## src/rtl/id_ex_reg_pkg.sv

```systemverilog
// Shared decode definitions for the ID/EX pipeline registers: widths, ALU
// command encodings and the packed instruction bundle passed between stages.
package id_ex_reg_pkg;

   localparam int DATA_W     = 32;
   localparam int REG_IDX_W  = 4;
   localparam int SHIFT_OP_W = 12;
   localparam int SIMM_W     = 24;
   localparam int EXE_CMD_W  = 4;

   // CMP/TST reuse the SUB/AND datapath; loads and stores use the adder.
   localparam logic [EXE_CMD_W-1:0] EXE_MOV = 4'b0001;
   localparam logic [EXE_CMD_W-1:0] EXE_MVN = 4'b1001;
   localparam logic [EXE_CMD_W-1:0] EXE_ADD = 4'b0010;
   localparam logic [EXE_CMD_W-1:0] EXE_ADC = 4'b0011;
   localparam logic [EXE_CMD_W-1:0] EXE_SUB = 4'b0100;
   localparam logic [EXE_CMD_W-1:0] EXE_SBC = 4'b0101;
   localparam logic [EXE_CMD_W-1:0] EXE_AND = 4'b0110;
   localparam logic [EXE_CMD_W-1:0] EXE_ORR = 4'b0111;
   localparam logic [EXE_CMD_W-1:0] EXE_EOR = 4'b1000;
   localparam logic [EXE_CMD_W-1:0] EXE_CMP = 4'b0100;
   localparam logic [EXE_CMD_W-1:0] EXE_TST = 4'b0110;
   localparam logic [EXE_CMD_W-1:0] EXE_LDR = 4'b0010;
   localparam logic [EXE_CMD_W-1:0] EXE_STR = 4'b0010;

   typedef struct packed {
      logic [DATA_W-1:0]     pc;
      logic [DATA_W-1:0]     val_rn;
      logic [DATA_W-1:0]     val_rm;
      logic [REG_IDX_W-1:0]  dest;
      logic [REG_IDX_W-1:0]  src1;
      logic [REG_IDX_W-1:0]  src2;
      logic [EXE_CMD_W-1:0]  exe_cmd;
      logic                  mem_r_en;
      logic                  mem_w_en;
      logic                  wb_en;
      logic                  b;
      logic                  s;
      logic                  imm;
      logic [SHIFT_OP_W-1:0] shift_operand;
      logic [SIMM_W-1:0]     signed_imm_24;
      logic                  carry;
   } de_bundle_t;

   // Strip every control bit that could change architectural state.
   function automatic de_bundle_t kill_controls(de_bundle_t bnd);
      de_bundle_t res;
      res          = bnd;
      res.mem_r_en = 1'b0;
      res.mem_w_en = 1'b0;
      res.wb_en    = 1'b0;
      res.b        = 1'b0;
      res.s        = 1'b0;
      return res;
   endfunction

endpackage

```

## src/rtl/id_ex_reg_sat_counter.sv

```systemverilog
// Saturating up-counter with synchronous clear; clear beats increment and
// the count sticks at all-ones instead of wrapping.
module sat_counter #(
   parameter int W = 16
) (
   input  logic         clk,
   input  logic         rst,
   input  logic         inc,
   input  logic         clr,
   output logic [W-1:0] count
);

   logic [W-1:0] count_reg;
   logic [W-1:0] count_next;

   always_comb begin
      count_next = count_reg;
      if (clr)
         count_next = '0;
      else if (inc && (count_reg != {W{1'b1}}))
         count_next = count_reg + 1'b1;
   end

   always_ff @(posedge clk or negedge rst) begin
      if (!rst)
         count_reg <= '0;
      else
         count_reg <= count_next;
   end

   assign count = count_reg;

endmodule

```

## src/rtl/id_ex_reg.sv

```systemverilog
// ID->EX pipeline register with flush/freeze, bubble tagging, sticky
// read/write conflict detection and issue/bubble performance counters.
module id_ex_reg
   import id_ex_reg_pkg::*;
#(
   parameter int CNT_W = 16
) (
   input  logic                  clk,
   input  logic                  rst,
   input  logic                  flush,
   input  logic                  freeze,
   input  logic                  clr_cnt,
   input  logic                  valid_in,
   input  logic [DATA_W-1:0]     pc_in,
   input  logic [DATA_W-1:0]     val_rn_in,
   input  logic [DATA_W-1:0]     val_rm_in,
   input  logic [REG_IDX_W-1:0]  dest_in,
   input  logic [REG_IDX_W-1:0]  src1_in,
   input  logic [REG_IDX_W-1:0]  src2_in,
   input  logic [EXE_CMD_W-1:0]  exe_cmd_in,
   input  logic                  mem_R_en_in,
   input  logic                  mem_W_en_in,
   input  logic                  wb_en_in,
   input  logic                  B_in,
   input  logic                  S_in,
   input  logic                  imm_in,
   input  logic [SHIFT_OP_W-1:0] shift_operand_in,
   input  logic [SIMM_W-1:0]     signed_imm_24_in,
   input  logic                  carry_in,
   output logic [DATA_W-1:0]     pc_out,
   output logic [DATA_W-1:0]     val_rn_out,
   output logic [DATA_W-1:0]     val_rm_out,
   output logic [REG_IDX_W-1:0]  dest_out,
   output logic [REG_IDX_W-1:0]  src1_out,
   output logic [REG_IDX_W-1:0]  src2_out,
   output logic [EXE_CMD_W-1:0]  exe_cmd_out,
   output logic                  mem_R_en_out,
   output logic                  mem_W_en_out,
   output logic                  wb_en_out,
   output logic                  B_out,
   output logic                  S_out,
   output logic                  imm_out,
   output logic [SHIFT_OP_W-1:0] shift_operand_out,
   output logic [SIMM_W-1:0]     signed_imm_24_out,
   output logic                  carry_out,
   output logic                  valid_out,
   output logic                  conflict_err,
   output logic [CNT_W-1:0]      issue_count,
   output logic [CNT_W-1:0]      bubble_count
);

   de_bundle_t bundle_in;
   de_bundle_t bundle_reg;
   de_bundle_t bundle_next;
   logic       valid_reg;
   logic       valid_next;
   logic       conflict_reg;
   logic       conflict_next;
   logic       load;
   logic       rw_clash;
   logic [1:0] cnt_inc;
   logic [CNT_W-1:0] cnt_val [2];

   always_comb begin
      bundle_in               = '0;
      bundle_in.pc            = pc_in;
      bundle_in.val_rn        = val_rn_in;
      bundle_in.val_rm        = val_rm_in;
      bundle_in.dest          = dest_in;
      bundle_in.src1          = src1_in;
      bundle_in.src2          = src2_in;
      bundle_in.exe_cmd       = exe_cmd_in;
      bundle_in.mem_r_en      = mem_R_en_in;
      bundle_in.mem_w_en      = mem_W_en_in;
      bundle_in.wb_en         = wb_en_in;
      bundle_in.b             = B_in;
      bundle_in.s             = S_in;
      bundle_in.imm           = imm_in;
      bundle_in.shift_operand = shift_operand_in;
      bundle_in.signed_imm_24 = signed_imm_24_in;
      bundle_in.carry         = carry_in;
   end

   assign load     = !flush && !freeze;
   assign rw_clash = valid_in && mem_R_en_in && mem_W_en_in;

   always_comb begin
      bundle_next   = bundle_reg;
      valid_next    = valid_reg;
      conflict_next = conflict_reg;
      if (flush) begin
         bundle_next = '0;
         valid_next  = 1'b0;
      end else if (load) begin
         valid_next = valid_in;
         if (!valid_in)
            bundle_next = kill_controls(bundle_in);
         else begin
            bundle_next = bundle_in;
            // A bundle asking to both read and write memory keeps the read.
            if (rw_clash) begin
               bundle_next.mem_w_en = 1'b0;
               conflict_next        = 1'b1;
            end
         end
      end
   end

   always_ff @(posedge clk or negedge rst) begin
      if (!rst) begin
         bundle_reg   <= '0;
         valid_reg    <= 1'b0;
         conflict_reg <= 1'b0;
      end else begin
         bundle_reg   <= bundle_next;
         valid_reg    <= valid_next;
         conflict_reg <= conflict_next;
      end
   end

   assign cnt_inc[0] = load && valid_in;
   assign cnt_inc[1] = flush || (load && !valid_in);

   generate
      for (genvar gi = 0; gi < 2; gi++) begin : g_cnt
         sat_counter #(.W(CNT_W)) u_cnt (
            .clk   (clk),
            .rst   (rst),
            .inc   (cnt_inc[gi]),
            .clr   (clr_cnt),
            .count (cnt_val[gi])
         );
      end
   endgenerate

   assign issue_count       = cnt_val[0];
   assign bubble_count      = cnt_val[1];
   assign pc_out            = bundle_reg.pc;
   assign val_rn_out        = bundle_reg.val_rn;
   assign val_rm_out        = bundle_reg.val_rm;
   assign dest_out          = bundle_reg.dest;
   assign src1_out          = bundle_reg.src1;
   assign src2_out          = bundle_reg.src2;
   assign exe_cmd_out       = bundle_reg.exe_cmd;
   assign mem_R_en_out      = bundle_reg.mem_r_en;
   assign mem_W_en_out      = bundle_reg.mem_w_en;
   assign wb_en_out         = bundle_reg.wb_en;
   assign B_out             = bundle_reg.b;
   assign S_out             = bundle_reg.s;
   assign imm_out           = bundle_reg.imm;
   assign shift_operand_out = bundle_reg.shift_operand;
   assign signed_imm_24_out = bundle_reg.signed_imm_24;
   assign carry_out         = bundle_reg.carry;
   assign valid_out         = valid_reg;
   assign conflict_err      = conflict_reg;

endmodule

```

## config.mk

```make
export PLATFORM = sky130hd
export DESIGN_NAME = id_ex_reg
export DESIGN_NICKNAME = d
export VERILOG_FILES = /design/src/rtl/id_ex_reg_pkg.sv /design/src/rtl/id_ex_reg_sat_counter.sv /design/src/rtl/id_ex_reg.sv
export SDC_FILE = /design/constraint.sdc
export NUM_CORES = 1
export LEC_CHECK = 0
export CAP_MARGIN = 0
export CORE_UTILIZATION = 46
export DETAILED_ROUTE_END_ITERATION = 6
export GPL_TIMING_DRIVEN = 0
export PLACE_DENSITY = 0.9
export SKIP_CTS_REPAIR_TIMING = 1
export SLEW_MARGIN = 20
export SYNTH_ARGS = -nofsm -noshare
export SYNTH_HDL_FRONTEND = slang
export SYNTH_SLANG_ARGS = --single-unit
```

## constraint.sdc

```tcl
create_clock -name clk -period 5.11 [get_ports clk]
set_input_delay 0.511 -clock clk [delete_from_list [all_inputs] [get_ports clk]]
set_output_delay 0.511 -clock clk [all_outputs]
set_load 0.03 [all_outputs]
```

==> impl_metrics.yaml, run 1 <==
power:
  power.leakage_uw: 0.00580
  p_per_area_nw_per_um2: 291
  vdd_drop_max_mv: 0.230
cells_and_area:
  diodes: 0
  fin_util_pct: 72.5
  layout-drive-gt1-share_pct: 6.08
  area_growth_pct: 53.5
  multi_input_comb_area_um2: 3260
  fin_nets: 1253
  stdcell_area_um2: 12600
  seqCellArea_um2: 4730
  fill_cells: 1167
global_route:
  grt_pass1_wl_mm: 37.0
  grt_overflow: 0
  track_usage_pct: 26.4
  grt_max_degree: 99
  grt_pass1_vias: 7063
  antenna_found_initial: 0
setup_path:
  worstSetupPathType: "input port to flip-flop"
  r2r_setup_slack_ps: 3150
  startpoint: "freeze"
  start_kind: "input port"
  crit_path_end: "val_rn_out[19]"
  r2r-start: "g_cnt[1].u_cnt.count[0]"
  end_kind: "flip-flop"
  cp_data_required_time_ps: 5390
  crit_fanout: 10
  arrival_ps: 2620
  rr_worst_depth: 6
  r2r_end: "g_cnt[1].u_cnt.count[9]"
logic_synthesis:
  yosysWarnings: 0
  synth_cell_types: 38
  ys_seq_area_share_pct: 57.7
  synth_enable_flop_cells: 0
  synth_nets: 887
  syn-instance-count: 724
  synth_area_um2: 8200
  ys_ff_latch: 189
  synthArstFlopShare_pct: 100
  synthFlopType: "dfrtp_1"
  post_synth.cell_area_avg_um2: 11.3
placed_design:
  place_congestion: 0.839
  place_area_um2: 12000
  port_buffers: 346
  hpwlAfterDp_mm: 17.5
detailed_routing:
  wl_met1_mm: 9.17
  finalWirelength_mm: 23.9
  drt_pre_antenna_iters: 5
  ant_nets: 0
  drc: 0
  routed_via_density: 5.23
  drt_iter0_drc: 361
  highest_layer: "met4"
  wl_met2_mm: 12.3
  detail_route.wl_per_cell_um: 18.0
  vias: 6944
  wl_met3_mm: 1.81
floorplan:
  num_rows: 48
  ios: 350
  fp.dieArea_um2: 18400
  core-area_um2: 17400
  start_util_pct: 47.2
  die_w_um: 136
  die-height_um: 136
timing:
  slew_violations: 0
  setup_violations: 0
  fmaxAchievable_mhz: 428
  rsz0062_at_grt: "no"
  period_minus_slack_ps: 2340
  period_share_pct: 45.7
  worst_pin_slew_ps: 895
  finClkSkew_ps: 9.11
  hold_viol_final: 0
  relSlewSlack_pct: 40.3
  tns_ps: 0
clocking:
  clk_pin_slew_ps: 70
  numCtsBuffers: 17
  cts_max_level: 4
  clock-sinks: 189
  cts_buffer_depth: 2
  cts_tree: "built"
  clk_latency_ps: 420
  root_buffer: "clkbuf_16"
outcome:
  status: "complete, no violations"
job:
  max-cap-violations: 0
worst_hold_path:
  hold_class: "input port to async pin"
-- cells in the mapped netlist (5+ instances only) --
cell | count | area [um^2]
mux2_2 | 13 | 146
buf_2 | 16 | 80.1
nand3_1 | 8 | 40.0
and3_1 | 7 | 43.8
o31ai_1 | 9 | 67.6
buf_1 | 5 | 18.8
and2_1 | 6 | 37.5
clkbuf_1 | 25 | 93.8
nand2_1 | 12 | 45.0
nor2b_1 | 13 | 81.3
nor3_1 | 7 | 35.0
and4_1 | 8 | 70.1
a21oi_1 | 27 | 135
dfrtp_1 | 189 | 4730
mux2i_1 | 153 | 1530
nand4_1 | 9 | 56.3
or4_1 | 8 | 60.1
nor2_1 | 175 | 657
-- cell usage in the layout, fill, tap and decap left out, types with 3 or more instances in the layout --
master and count:
and3_1 7, clkinv_2 3, dfrtp_1 189, a21oi_1 27, nor2b_1 13, buf_2 16
and2_1 6, or3_1 4, inv_1 4, clkbuf_1 25, or4_1 8, and4_1 8
inv_6 4, mux2i_1 153, clkbuf_16 17, nor3_1 7, nand4_1 9, buf_1 5
o31ai_1 9, nand3_1 8, clkdlybuf4s50_1 345, nand2b_1 4, nand2_1 12, bufinv_16 3
mux2_2 13, nor2_1 175
-- kinds of logic (layout without fill, tap and decap cells) --
family,count (synthesis),in the layout,synth area share [%]
and+or+nand+nor,267,267,15.3
buffers and inverters,51,429,2.62
DFF,189,189,57.7
muxes,166,166,20.5
adders and majority gates,2,2,0.305
AOI/OAI and AO/OA,49,49,3.65
-- critical path, stage by stage --
cell and delay (ps):
clkdlybuf4s50_1 460, buf_2 250, clkbuf_1 450, clkbuf_1 620
mux2i_1 260, nor2_1 60
-- worst min-delay path by stage --
stage               cells past startpoint  slack (ps)                       to
floorplan                               0         220                    B_out
global placement                        1         450             conflict_err
detailed placement                      1         490             conflict_err
CTS                                     1         100  g_cnt[1].u_cnt.count[9]
global route                            1         120  g_cnt[1].u_cnt.count[7]
finish                                  1          80  g_cnt[1].u_cnt.count[7]
-- where the power goes --
part	internal, uW	total (uW)	switching, uW	leakage [uW]
Combinational	315	669	355	0.00297
Sequential	1570	1610	42.5	0.00253
Clock	799	1380	582	0.000300
Total	2680	3660	980	0.00580
-- cell type report --
cell class,count,area share [%]
Tap cell,225,2.24
Buffer,47,1.59
Timing Repair Buffer,347,27.8
Sequential cell,189,37.6
Clock buffer,19,3.60
Multi-Input combinational cell,484,25.9
Inverter,4,0.119
Clock inverter,12,1.24
-- metal layers --
metal | GRT usage (%) | vias to the layer above
li1 | - | 3227
met1 | 30.5 | 3412
met2 | 45.8 | 265
met3 | 8.08 | 40
met4 | 9.93 | 0
met5 | 0 | -
-- through the flow --
stage / hold WS [ps] / power [uW] / std cells / worst slack (ps)
finish: 75.7 / 3660 / 1327 / 2770
global route: 119 / 3800 / 1327 / 2590
CTS: 100 / 3690 / 1327 / 2690
detailed placement: 489 / 2310 / 1296 / 2240
global placement: 452 / 2290 / 1295 / -4360
floorplan: 215 / 1950 / 724 / 3210
Power figures use the tool's default switching activity.
==> run 2, diff against run 1 <==
--- a/config.mk
+++ b/config.mk
@@ -6,10 +6,10 @@
 export NUM_CORES = 1
 export LEC_CHECK = 0
 export CAP_MARGIN = 0
-export CORE_UTILIZATION = 46
+export CORE_UTILIZATION = 39
 export DETAILED_ROUTE_END_ITERATION = 6
 export GPL_TIMING_DRIVEN = 0
-export PLACE_DENSITY = 0.9
+export PLACE_DENSITY = 0.82
 export SKIP_CTS_REPAIR_TIMING = 1
 export SLEW_MARGIN = 20
 export SYNTH_ARGS = -nofsm -noshare
==> constraint.sdc (replaced) <==
create_clock -name clk -period 2.1 [get_ports clk]
set_input_delay 0.21 -clock clk [delete_from_list [all_inputs] [get_ports clk]]
set_output_delay 0.21 -clock clk [all_outputs]
set_load 0.03 [all_outputs]
==> run 2 against run 1 <==
Routed wire length up 1.0%. Core utilization fell by 10 points. Total power rose by 150%.
==> impl_metrics.yaml, run 2 (synthesized netlist as in run 1, its figures left out) <==
outcome:
  status: "complete, no violations"
setup_path:
  r2r_setup_slack_ps: 150
  start_kind: "flip-flop"
  end_kind: "flip-flop"
  worstSetupPathType: "flip-flop to flip-flop"
  cp_data_required_time_ps: 2420
  r2r-start: "g_cnt[1].u_cnt.count[3]"
  arrival_ps: 2270
  r2r_end: "g_cnt[1].u_cnt.count[0]"
  rr_worst_depth: 5
  crit_fanout: 10
placed_design:
  place_congestion: 0.836
  hpwlAfterDp_mm: 17.9
  place_inst: 1342
  place_area_um2: 12100
  port_buffers: 346
clocking:
  numCtsBuffers: 17
  clk_latency_ps: 430
  cts_buffer_depth: 2
  cts_tree: "built"
  clock-sinks: 189
  cts_max_level: 4
  clk_pin_slew_ps: 80
  root_buffer: "clkbuf_16"
worst_hold_path:
  hold_class: "input port to flip-flop"
  worstHoldStart: "valid_in"
  holdPathEnd: "valid_out"
  worstHoldPathCells: 3
timing:
  hold_viol_final: 0
  relSlewSlack_pct: 43.4
  worst_pin_slew_ps: 849
  hold_slack_ps: 141
  rsz0062_at_grt: "no"
  period_minus_slack_ps: 1950
  slew_violations: 0
  setup_violations: 0
  period_share_pct: 92.9
  finClkSkew_ps: 10.5
  fmaxAchievable_mhz: 513
detailed_routing:
  ant_nets: 0
  vias: 6909
  drc: 0
  detail_route.wl_per_cell_um: 17.5
  routed_via_density: 5.02
  drt_iter0_drc: 226
  finalWirelength_mm: 24.1
  drt_pre_antenna_iters: 5
floorplan:
  die_w_um: 147
  ios: 350
  num_rows: 52
  start_util_pct: 40.1
  fp.dieArea_um2: 21600
  core-area_um2: 20400
  die-height_um: 147
cells_and_area:
  fill_cells: 1692
  stdcell_area_um2: 12700
  area_growth_pct: 54.9
  mostFrequentLayoutCells: "clkdlybuf4s50_1 (345), dfrtp_1 (189), nor2_1 (175)"
  layout_commonest_cell: "clkdlybuf4s50_1"
  fin_util_pct: 62.2
  layout-drive-gt1-share_pct: 6.33
  instances_no_fill: 1376
  fin_nets: 1255
power:
  vdd_drop_max_mv: 0.543
  total_power_uw: 8980
  p_per_area_nw_per_um2: 707
  power.leakage_uw: 0.00583
global_route:
  antenna_found_initial: 1
  grt_pass1_wl_mm: 38.2
  grt_max_degree: 73
  met2_usage_pct: 39.3
  grt_pass1_vias: 7161
  grt_overflow: 0
  track_usage_pct: 22.7
  use_met3_pct: 7.95
  busiest_layer: "met2"
  grt_util_met1_pct: 26.2
job:
  max-cap-violations: 0
-- run 2: power breakdown --
| part | total [uW] | internal [uW] | switching, uW |
|---|---|---|---|
| clock network | 3430 | 1830 | 1600 |
| registers | 3910 | 3810 | 102 |
| logic | 1630 | 772 | 860 |
| total | 8980 | 6420 | 2560 |
-- run 2: per-layer routing --
layer,vias to the layer above,part of all wire [%]
met1,3368,39
met5,-,0
met2,260,51
met3,36,8.1
met4,0,1.9
li1,3245,-
-- run 2: metrics by stage --
stage,setup WS (ps),setup TNS [ps]
floorplan,200,0
global placement,-7350,-1411170
detailed placement,-507,-26840
CTS,-51.8,-187
global route,10.7,0
finish,150,0
-- run 2: how the worst max path moves through the flow --
stage	from	end	slack, ps
floorplan	g_cnt[1].u_cnt.count[0]	g_cnt[1].u_cnt.count[9]	200
CTS	freeze	val_rn_out[21]	-50
finish	g_cnt[1].u_cnt.count[3]	g_cnt[1].u_cnt.count[0]	150
global placement	rst	val_rm_out[3]	-7350
global route	freeze	val_rn_out[10]	10
detailed placement	freeze	val_rn_out[21]	-510
-- run 2: layout make-up --
| cell class | count | area, um^2 | area share, % |
|---|---|---|---|
| antenna | 1 | 2.50 | 0.0197 |
| buffer | 47 | 201 | 1.59 |
| clock buffer | 17 | 425 | 3.35 |
| clock inverter | 15 | 200 | 1.58 |
| inverter | 4 | 15.0 | 0.118 |
| multi-input combinational | 484 | 3260 | 25.6 |
| sequential | 189 | 4730 | 37.2 |
| tap | 270 | 338 | 2.66 |
| timing repair buffer | 349 | 3530 | 27.8 |
-- run 2: critical path, cell delays in order, from the launching register on --
cell	delay, ps
dfrtp_1	450
and4_1	290
and4_1	210
buf_2	170
a21boi_0	330
mux2_2	380
==> run 3, diff against run 2 <==
--- a/config.mk
+++ b/config.mk
@@ -10,6 +10,7 @@
 export DETAILED_ROUTE_END_ITERATION = 6
 export GPL_TIMING_DRIVEN = 0
 export PLACE_DENSITY = 0.82
+export REMOVE_ABC_BUFFERS = 1
 export SKIP_CTS_REPAIR_TIMING = 1
 export SLEW_MARGIN = 20
 export SYNTH_ARGS = -nofsm -noshare
==> run 3 against run 2 <==
Via count fell by 4.0%. Hold slack better by 7.2 ps. Cell area fell by 0.44%. Critical endpoint is now g_cnt[1].u_cnt.count[11]. Highest routed layer unchanged. Clock skew rose by 1.9 ps. Clock power barely moved. Count of clock-buffer cells in the layout is 1 higher. Setup slack better by 17 ps.
==> impl_metrics.yaml, run 3 (synthesized netlist as in run 1, its figures left out) <==
outcome:
  status: "complete, no violations"
setup_path:
  arrival_ps: 2280
  worstSetupPathType: "input port to flip-flop"
  start_kind: "input port"
  r2r-start: "g_cnt[1].u_cnt.count[2]"
  startpoint: "valid_in"
  end_kind: "flip-flop"
  crit_fanout: 11
  cp_data_required_time_ps: 2450
cells_and_area:
  fin_util_pct: 61.9
  stdcell_area_um2: 12600
  fill_cells: 1688
  multi_input_comb_area_um2: 3260
  layout_commonest_cell: "clkdlybuf4s50_1"
  fin_nets: 1215
  layout-drive-gt1-share_pct: 5.54
  instances_no_fill: 1336
  seqCellArea_um2: 4730
  mostFrequentLayoutCells: "clkdlybuf4s50_1 (345), dfrtp_1 (189), nor2_1 (175)"
  area_growth_pct: 54.2
detailed_routing:
  routed_via_density: 4.96
  vias: 6632
  ant_nets: 0
  detail_route.wl_per_cell_um: 17.3
  finalWirelength_mm: 23.2
  drc: 0
  drt_iter0_drc: 225
  drt_pre_antenna_iters: 4
clocking:
  cts_max_level: 4
  root_buffer: "clkbuf_16"
  clock-sinks: 189
  cts_buffer_depth: 2
  clk_latency_ps: 420
  cts_tree: "built"
  clk_pin_slew_ps: 80
  numCtsBuffers: 17
timing:
  relSlewSlack_pct: 63.2
  setup_violations: 0
  worst_pin_slew_ps: 552
  fmaxAchievable_mhz: 517
  tns_ps: 0
  hold_viol_final: 0
  rsz0062_at_grt: "no"
  period_minus_slack_ps: 1930
  slew_violations: 0
  period_share_pct: 92.0
  finClkSkew_ps: 12.4
floorplan:
  die_w_um: 147
  fp.dieArea_um2: 21600
  start_util_pct: 40.1
  die-height_um: 147
  num_rows: 52
  ios: 350
  core-area_um2: 20400
worst_hold_path:
  hold_class: "input port to flip-flop"
  worstHoldStart: "clr_cnt"
global_route:
  grt_pass1_vias: 6751
  antenna_found_initial: 1
  track_usage_pct: 21.6
  grt_max_degree: 104
  grt_overflow: 0
  grt_pass1_wl_mm: 36.2
power:
  vdd_drop_max_mv: 0.498
  power.leakage_uw: 0.00578
  p_per_area_nw_per_um2: 707
job:
  max-cap-violations: 0
placed_design:
  place_inst: 1302
  port_buffers: 349
  place_congestion: 0.788
  place_area_um2: 12000
  hpwlAfterDp_mm: 16.6
run 3: per-layer routing:
layer | vias up | part of all wire [%] | wire, um | GRT usage, %
li1 | 3149 | - | - | -
met5 | - | 0 | 0 | 0
met3 | 42 | 5.9 | 1380 | 5.22
met1 | 3233 | 41 | 9530 | 26.0
met4 | 0 | 2.7 | 626 | 8.20
met2 | 208 | 50 | 11600 | 37.2
run 3: where the power goes:
part,total [uW],internal (uW),switching [uW]
Clock,3400,1840,1570
Sequential,3910,3810,98.9
Combinational,1620,779,844
run 3: final cells by class:
cell class / count / share of cell area [%]
Clock inverter: 14 / 1.52
Tap cell: 270 / 2.67
Sequential cell: 189 / 37.4
Inverter: 4 / 0.119
Clock buffer: 18 / 3.39
Multi-Input combinational cell: 484 / 25.8
Antenna cell: 1 / 0.0198
Timing Repair Buffer: 356 / 29.1
run 3: per-stage QoR:
step                power, uW  setup WS (ps)  hold slack (ps)
floorplan                4620            262            -85.6
global placement         5730          -8500              449
detailed placement       5620           -458             64.7
CTS                      9050          -7.76             -405
global route             9300           26.6              154
finish                   8940            167              148
run 3: path summary, 6_finish.rpt:
check / endpoint / slack (ps) / cells past startpoint
worst min register to register: conflict_err / 490 / 1
worst min-delay path: g_cnt[1].u_cnt.count[8] / 150 / 2
min in group asynchronous: pc_out[2] / 200 / 2
worst max register to register: g_cnt[1].u_cnt.count[0] / 210 / 4
worst max-delay path: g_cnt[1].u_cnt.count[11] / 170 / 5
max in group asynchronous: g_cnt[0].u_cnt.count[14] / 1200 / 3
run 3: critical path, cell delays in order:
cell             delay [ps]
clkdlybuf4s50_1         610
o21bai_2                450
nand4_1                 310
or4_1                   540
a21oi_1                 160
